**config.mk**
```make
export PLATFORM = sky130hd
export DESIGN_NAME = sort_stream_driver
export DESIGN_NICKNAME = d
export VERILOG_FILES = /design/src/rtl/sort_stream_driver.sv
export SDC_FILE = /design/constraint.sdc
export NUM_CORES = 1
export LEC_CHECK = 0
export ABC_AREA = 1
export BUFFER_PORTS_ARGS = -buffer_cell sky130_fd_sc_hd__buf_2
export CORE_UTILIZATION = 53
export DETAILED_ROUTE_END_ITERATION = 10
export PLACE_DENSITY = 0.89
export SYNTH_ARGS = -nofsm -noshare
export SYNTH_HDL_FRONTEND = slang
export SYNTH_SLANG_ARGS = --single-unit
```
**constraint.sdc**
```tcl
create_clock -name clk -period 3.37 [get_ports clk]
set_input_delay 0.8425 -clock clk [delete_from_list [all_inputs] [get_ports clk]]
set_output_delay 0.8425 -clock clk [all_outputs]
set_load 0.05 [all_outputs]
```
**src/rtl/sort_stream_driver.sv**
```systemverilog
// Stream front-end for the memory-based sorter: loads a frame, starts the sort, then streams the result back.
// Optional build macro SORT_TIMEOUT_EN adds a watchdog on the wait for done (timeout_err pulse, frame dropped).
module sort_stream_driver #(
    parameter int N           = 8,
    parameter int L           = 3,
    parameter int TIMEOUT_CYC = 1024
) (
    input  logic         clk,
    input  logic         rst,
    input  logic         in_valid,
    output logic         in_ready,
    input  logic [N-1:0] in_data,
    output logic         out_valid,
    input  logic         out_ready,
    output logic [N-1:0] out_data,
    output logic         out_last,
    output logic         busy,
    output logic         timeout_err,
    output logic         srt_s,
    input  logic         srt_done,
    output logic         srt_rd,
    output logic         srt_wrinit,
    output logic [N-1:0] srt_datain,
    output logic [L-1:0] srt_radd,
    input  logic [N-1:0] srt_dataout
);

    localparam logic [L-1:0] LAST_ADDR = {L{1'b1}};

    localparam logic [2:0] S_IDLE  = 3'd0;
    localparam logic [2:0] S_LOAD  = 3'd1;
    localparam logic [2:0] S_START = 3'd2;
    localparam logic [2:0] S_WAIT  = 3'd3;
    localparam logic [2:0] S_RDREQ = 3'd4;
    localparam logic [2:0] S_RDCAP = 3'd5;
    localparam logic [2:0] S_EMIT  = 3'd6;

    logic [2:0]   r_state;
    logic [L-1:0] r_cnt;
    logic         r_srt_s;
    logic         r_srt_wrinit;
    logic [N-1:0] r_srt_datain;
    logic [L-1:0] r_srt_radd;
    logic         r_out_valid;
    logic [N-1:0] r_out_data;
    logic         r_out_last;

    logic w_cnt_last;
    logic w_timeout;

    assign w_cnt_last = (r_cnt == LAST_ADDR);

`ifdef SORT_TIMEOUT_EN
    localparam int WC_W = $clog2(TIMEOUT_CYC + 1);

    logic [WC_W-1:0] r_wait_cnt;
    logic            r_timeout_err;

    // done takes priority over expiry when both land in the same cycle
    assign w_timeout = (r_state == S_WAIT) && !srt_done &&
                       (r_wait_cnt == WC_W'(TIMEOUT_CYC - 1));

    always_ff @(posedge clk) begin
        if (rst) begin
            r_wait_cnt    <= '0;
            r_timeout_err <= 1'b0;
        end else begin
            r_timeout_err <= w_timeout;
            if (r_state == S_START) begin
                r_wait_cnt <= '0;
            end else if (r_state == S_WAIT && !w_timeout) begin
                r_wait_cnt <= r_wait_cnt + 1'b1;
            end
        end
    end

    assign timeout_err = r_timeout_err;
`else
    logic w_unused_cfg;

    assign w_unused_cfg = (TIMEOUT_CYC > 0);
    assign w_timeout    = 1'b0;
    assign timeout_err  = 1'b0;
`endif

    always_ff @(posedge clk) begin
        if (rst) begin
            r_state      <= S_IDLE;
            r_cnt        <= '0;
            r_srt_s      <= 1'b0;
            r_srt_wrinit <= 1'b0;
            r_srt_datain <= '0;
            r_srt_radd   <= '0;
            r_out_valid  <= 1'b0;
            r_out_data   <= '0;
            r_out_last   <= 1'b0;
        end else begin
            r_srt_wrinit <= 1'b0;
            case (r_state)
                S_IDLE: begin
                    if (in_valid) begin
                        r_state <= S_LOAD;
                    end
                end
                S_LOAD: begin
                    if (in_valid) begin
                        r_srt_wrinit <= 1'b1;
                        r_srt_datain <= in_data;
                        r_srt_radd   <= r_cnt;
                        if (w_cnt_last) begin
                            r_state <= S_START;
                        end else begin
                            r_cnt <= r_cnt + 1'b1;
                        end
                    end
                end
                S_START: begin
                    // the final write lands on this edge, so start is seen one edge later
                    r_srt_s <= 1'b1;
                    r_cnt   <= '0;
                    r_state <= S_WAIT;
                end
                S_WAIT: begin
                    if (srt_done) begin
                        r_srt_s    <= 1'b0;
                        r_srt_radd <= r_cnt;
                        r_state    <= S_RDREQ;
                    end else if (w_timeout) begin
                        r_srt_s <= 1'b0;
                        r_state <= S_IDLE;
                    end
                end
                S_RDREQ: begin
                    r_state <= S_RDCAP;
                end
                S_RDCAP: begin
                    r_out_data  <= srt_dataout;
                    r_out_valid <= 1'b1;
                    r_out_last  <= w_cnt_last;
                    r_state     <= S_EMIT;
                end
                S_EMIT: begin
                    if (out_ready) begin
                        r_out_valid <= 1'b0;
                        r_out_last  <= 1'b0;
                        if (w_cnt_last) begin
                            r_cnt   <= '0;
                            r_state <= S_IDLE;
                        end else begin
                            r_cnt      <= r_cnt + 1'b1;
                            r_srt_radd <= r_cnt + 1'b1;
                            r_state    <= S_RDREQ;
                        end
                    end
                end
                default: begin
                    r_state <= S_IDLE;
                end
            endcase
        end
    end

    assign in_ready   = (r_state == S_LOAD);
    assign busy       = (r_state != S_IDLE);
    assign srt_rd     = (r_state == S_RDREQ);
    assign srt_s      = r_srt_s;
    assign srt_wrinit = r_srt_wrinit;
    assign srt_datain = r_srt_datain;
    assign srt_radd   = r_srt_radd;
    assign out_valid  = r_out_valid;
    assign out_data   = r_out_data;
    assign out_last   = r_out_last;

endmodule
```
==> flow_metrics.tcl <==
set metrics [dict create \
    setup_violations 0 \
    critical_path.reg2reg.endpoint "r_cnt[2]$_SDFFE_PP0P_" \
    post-cts-setup-buffers 0 \
    cts_tree "yes" \
    async_flop_share_pct 0 \
    placement_rows 18 \
    grt_usage_pct 24.3 \
    arrival_ps 1580 \
    antenna-diode-count 0 \
    irDropWorstVdd_uv 405 \
    initial_utilization_pct 56.3 \
    gp_congestion 0.904 \
    post_synth_edffs 0 \
    hold_path.class "reg -> reg" \
    synth_cell_types 27 \
    ctsHtreeMaxLevel 2 \
    critical_path_peak_fanout 9 \
    placement.cell_area_um2 1620 \
    coreArea_um2 2500 \
    crit-reg2reg-launch "r_state[2]$_SDFFE_PP0P_" \
    hold_viol_final 0 \
    critical_path_cell_count 3 \
    report.power.total_uw 953 \
    worst_setup_path_startpoint "r_state[0]$_SDFFE_PP0P_" \
    ys_seq_elements 29 \
    p_per_area_nw_per_um2 552 \
    worst_setup_hold_path_clk_slew_ps 90 \
    final.setup.tns_ps 0 \
    port_buffers 46 \
    timing_worst_slew_pin_value_ps 579 \
    detailedPlacementHpwl_um 2130 \
    post-route-period-util_pct 71.9 \
    finalCriticalPeriod_ps 2420 \
    worst_slew_margin_rel_pct 61.4 \
    worstPathCellList "nand2_1 > nor2_1 > buf_2" \
    dieWidth_um 53.5 \
    post_route_cell_area_um2 1730 \
    yosys_warnings 0 \
    max_cap_viol_count 0 \
    ys_dominant_reg_cell "sky130_fd_sc_hd__dfxtp_1" \
    avgSynthCellArea_um2 7.32 \
    viasPerCell 4.88 \
    max_freq_mhz 412 \
    cts_buffers 5 \
    drcViolationCount 0 \
    cts-resized-gates 0 \
    layout.core_utilization_pct 69.0 \
    postCtsHoldBufs 0 \
    first_pass_iters 4 \
    clock_insertion_delay_worst_skew_ps 340 \
    antenna_found_initial 0 \
    critical_path.startpoint_type "flip-flop" \
    synthDominantAreaCellType "sky130_fd_sc_hd__dfxtp_1" \
    seq_area_frac_synth_pct 41.3 \
    post_synth_inst_count 192 \
    clk_root_buffer_cell "sky130_fd_sc_hd__clkbuf_4" \
    synth.area.top_cells "sky130_fd_sc_hd__dfxtp_1 (41%), sky130_fd_sc_hd__nand2_1 (8.0%), sky130_fd_sc_hd__nor2_1 (8.0%), sky130_fd_sc_hd__a21oi_1 (6.0%), sky130_fd_sc_hd__o21ai_0 (6.0%)" \
    first_iter_violations 43 \
    setup.worst_path.end_class "output pin" \
    ff2ff_path_depth 7 \
    cts-root-to-sink-buffers 2 \
    synth.net_count 216 \
    grt_pass1_vias 1134 \
    cp_data_required_time_ps 2530 \
    design.portCount 48 \
    outcome "completed" \
    clock-sinks 29 \
    routedWlPerCell_um 11.3 \
    path_delay_family "flip-flops" \
    area_delta_synth_final_pct 22.7 \
    grt_start_max_net_pins 25 \
    timing.critical_path.to "in_ready" \
    yosysTopAreaCellShare_pct 41.3 \
    finish.net_count 262 \
    grt_overflow 0 \
    postRouteWirelength_um 3030 \
    static_leakage_power_nw 0.841 \
    clock_skew_ps 11.5 \
    worst_path_max_delay_cell "sky130_fd_sc_hd__dfxtp_1" \
    rsz0062_at_grt "false" \
    floorplan.die_area_um2 2860 \
    mappedNetlistArea_um2 1410 \
    worstPathBufferInverterCount 1 \
    slew_violations 0 \
    post_route_cells_drive_above_1_share_pct 31.8 \
    first_pass_grt_wire_length_um 4930 \
    path_class "reg -> out" \
    die_height_um 53.5 \
    route.vias.total 1314 \
    cpPeakStageDelay_ps 630 \
    ant_nets 0 \
    regToRegSetupSlack_ps 1810 \
]
[tightest hold or removal path: cells and delay by family (launching register included)]
family	cells	cell delay, ps
DFF	1	310
buffers and inverters	1	40
AOI/OAI and AO/OA	1	50
[cells in the final DEF (no fill, tap or decap), types with 2 or more instances in the layout]
master,n
sky130_fd_sc_hd__ha_1,3
sky130_fd_sc_hd__nand3_2,2
sky130_fd_sc_hd__nor3_1,2
sky130_fd_sc_hd__nor2_1,30
sky130_fd_sc_hd__nand2_1,30
sky130_fd_sc_hd__nand3_1,13
sky130_fd_sc_hd__inv_2,2
sky130_fd_sc_hd__bufinv_16,2
sky130_fd_sc_hd__nand2_2,2
sky130_fd_sc_hd__o21ai_0,17
sky130_fd_sc_hd__clkbuf_4,5
sky130_fd_sc_hd__buf_2,46
sky130_fd_sc_hd__a21oi_1,17
sky130_fd_sc_hd__nor2_2,7
sky130_fd_sc_hd__nor2_4,3
sky130_fd_sc_hd__dfxtp_1,29
sky130_fd_sc_hd__inv_1,19
[flip-flops by register name, indices dropped and copies added, names as in the netlist]
register,flops
srt_wrinit,1
srt_s,1
srt_radd,3
out_last,1
srt_datain,8
r_state,3
out_valid,1
out_data,8
r_cnt,3
[cell usage after synthesis, types with 2 or more instances]
master	n
sky130_fd_sc_hd__nor3_1	2
sky130_fd_sc_hd__buf_4	2
sky130_fd_sc_hd__nand3_1	13
sky130_fd_sc_hd__nand3_2	2
sky130_fd_sc_hd__a21oi_1	17
sky130_fd_sc_hd__inv_1	19
sky130_fd_sc_hd__inv_2	2
sky130_fd_sc_hd__nor2_2	7
sky130_fd_sc_hd__dfxtp_1	29
sky130_fd_sc_hd__nand2_2	2
sky130_fd_sc_hd__nand2_1	30
sky130_fd_sc_hd__buf_6	2
sky130_fd_sc_hd__nor2_4	3
sky130_fd_sc_hd__o21ai_0	17
sky130_fd_sc_hd__buf_2	2
sky130_fd_sc_hd__ha_1	3
sky130_fd_sc_hd__nor2_1	30
[area by class of cell]
type / count / area [µm²]
inverter: 23 / 93.8
sequential: 29 / 581
timing repair buffer: 46 / 230
multi-input combinational: 133 / 681
fill: 231 / 774
clock buffer: 5 / 37.5
tap: 30 / 37.5
clock inverter: 3 / 65.1
[layer usage]
layer / vias up / GRT usage, % / routed length (µm)
met1: 560 / 29.5 / 1360
li1: 700 / - / -
met3: 8 / 6.32 / 166
met4: 0 / 11.0 / 65
met5: - / 0 / 0
met2: 46 / 40.0 / 1440
[report_power, final]
group	switching, mW	internal (mW)	leakage, nW
Combinational	0.149	0.0604	0.550
Sequential	0.0212	0.366	0.236
Clock	0.127	0.230	0.0552
Total	0.297	0.656	0.841
[cells by family after synthesis]
family	Yosys count	share of synthesized area, %
AND/OR/NAND/NOR	91	31.1
AO/OA/AOI/OAI	37	13.7
buffers and inverters	30	10.3
flip-flops	29	41.3
adder cells (fa/ha/maj)	3	2.67
XOR/XNOR	1	0.623
other	1	0.267
[worst min path at each step]
stage,endpoint,start,cells past startpoint
2_1_floorplan,r_cnt[0]$_SDFFE_PP0P_,r_cnt[0]$_SDFFE_PP0P_,2
3_3_place_gp,out_data[0]$_SDFFE_PP0P_,out_data[0]$_SDFFE_PP0P_,2
3_5_place_dp,out_data[1]$_SDFFE_PP0P_,out_data[1]$_SDFFE_PP0P_,2
4_1_cts,out_data[1]$_SDFFE_PP0P_,out_data[1]$_SDFFE_PP0P_,2
5_1_grt,out_data[1]$_SDFFE_PP0P_,out_data[1]$_SDFFE_PP0P_,2
6_report,out_data[0]$_SDFFE_PP0P_,out_data[0]$_SDFFE_PP0P_,2
[metrics by stage]
stage	instances	worst slack, ps	hold WS (ps)
2_1_floorplan	192	985	482
3_3_place_gp	261	1370	430
3_5_place_dp	261	1320	435
4_1_cts	269	941	449
5_1_grt	269	855	467
6_report	269	945	445
No activity file was read; power rests on OpenSTA's default activity.
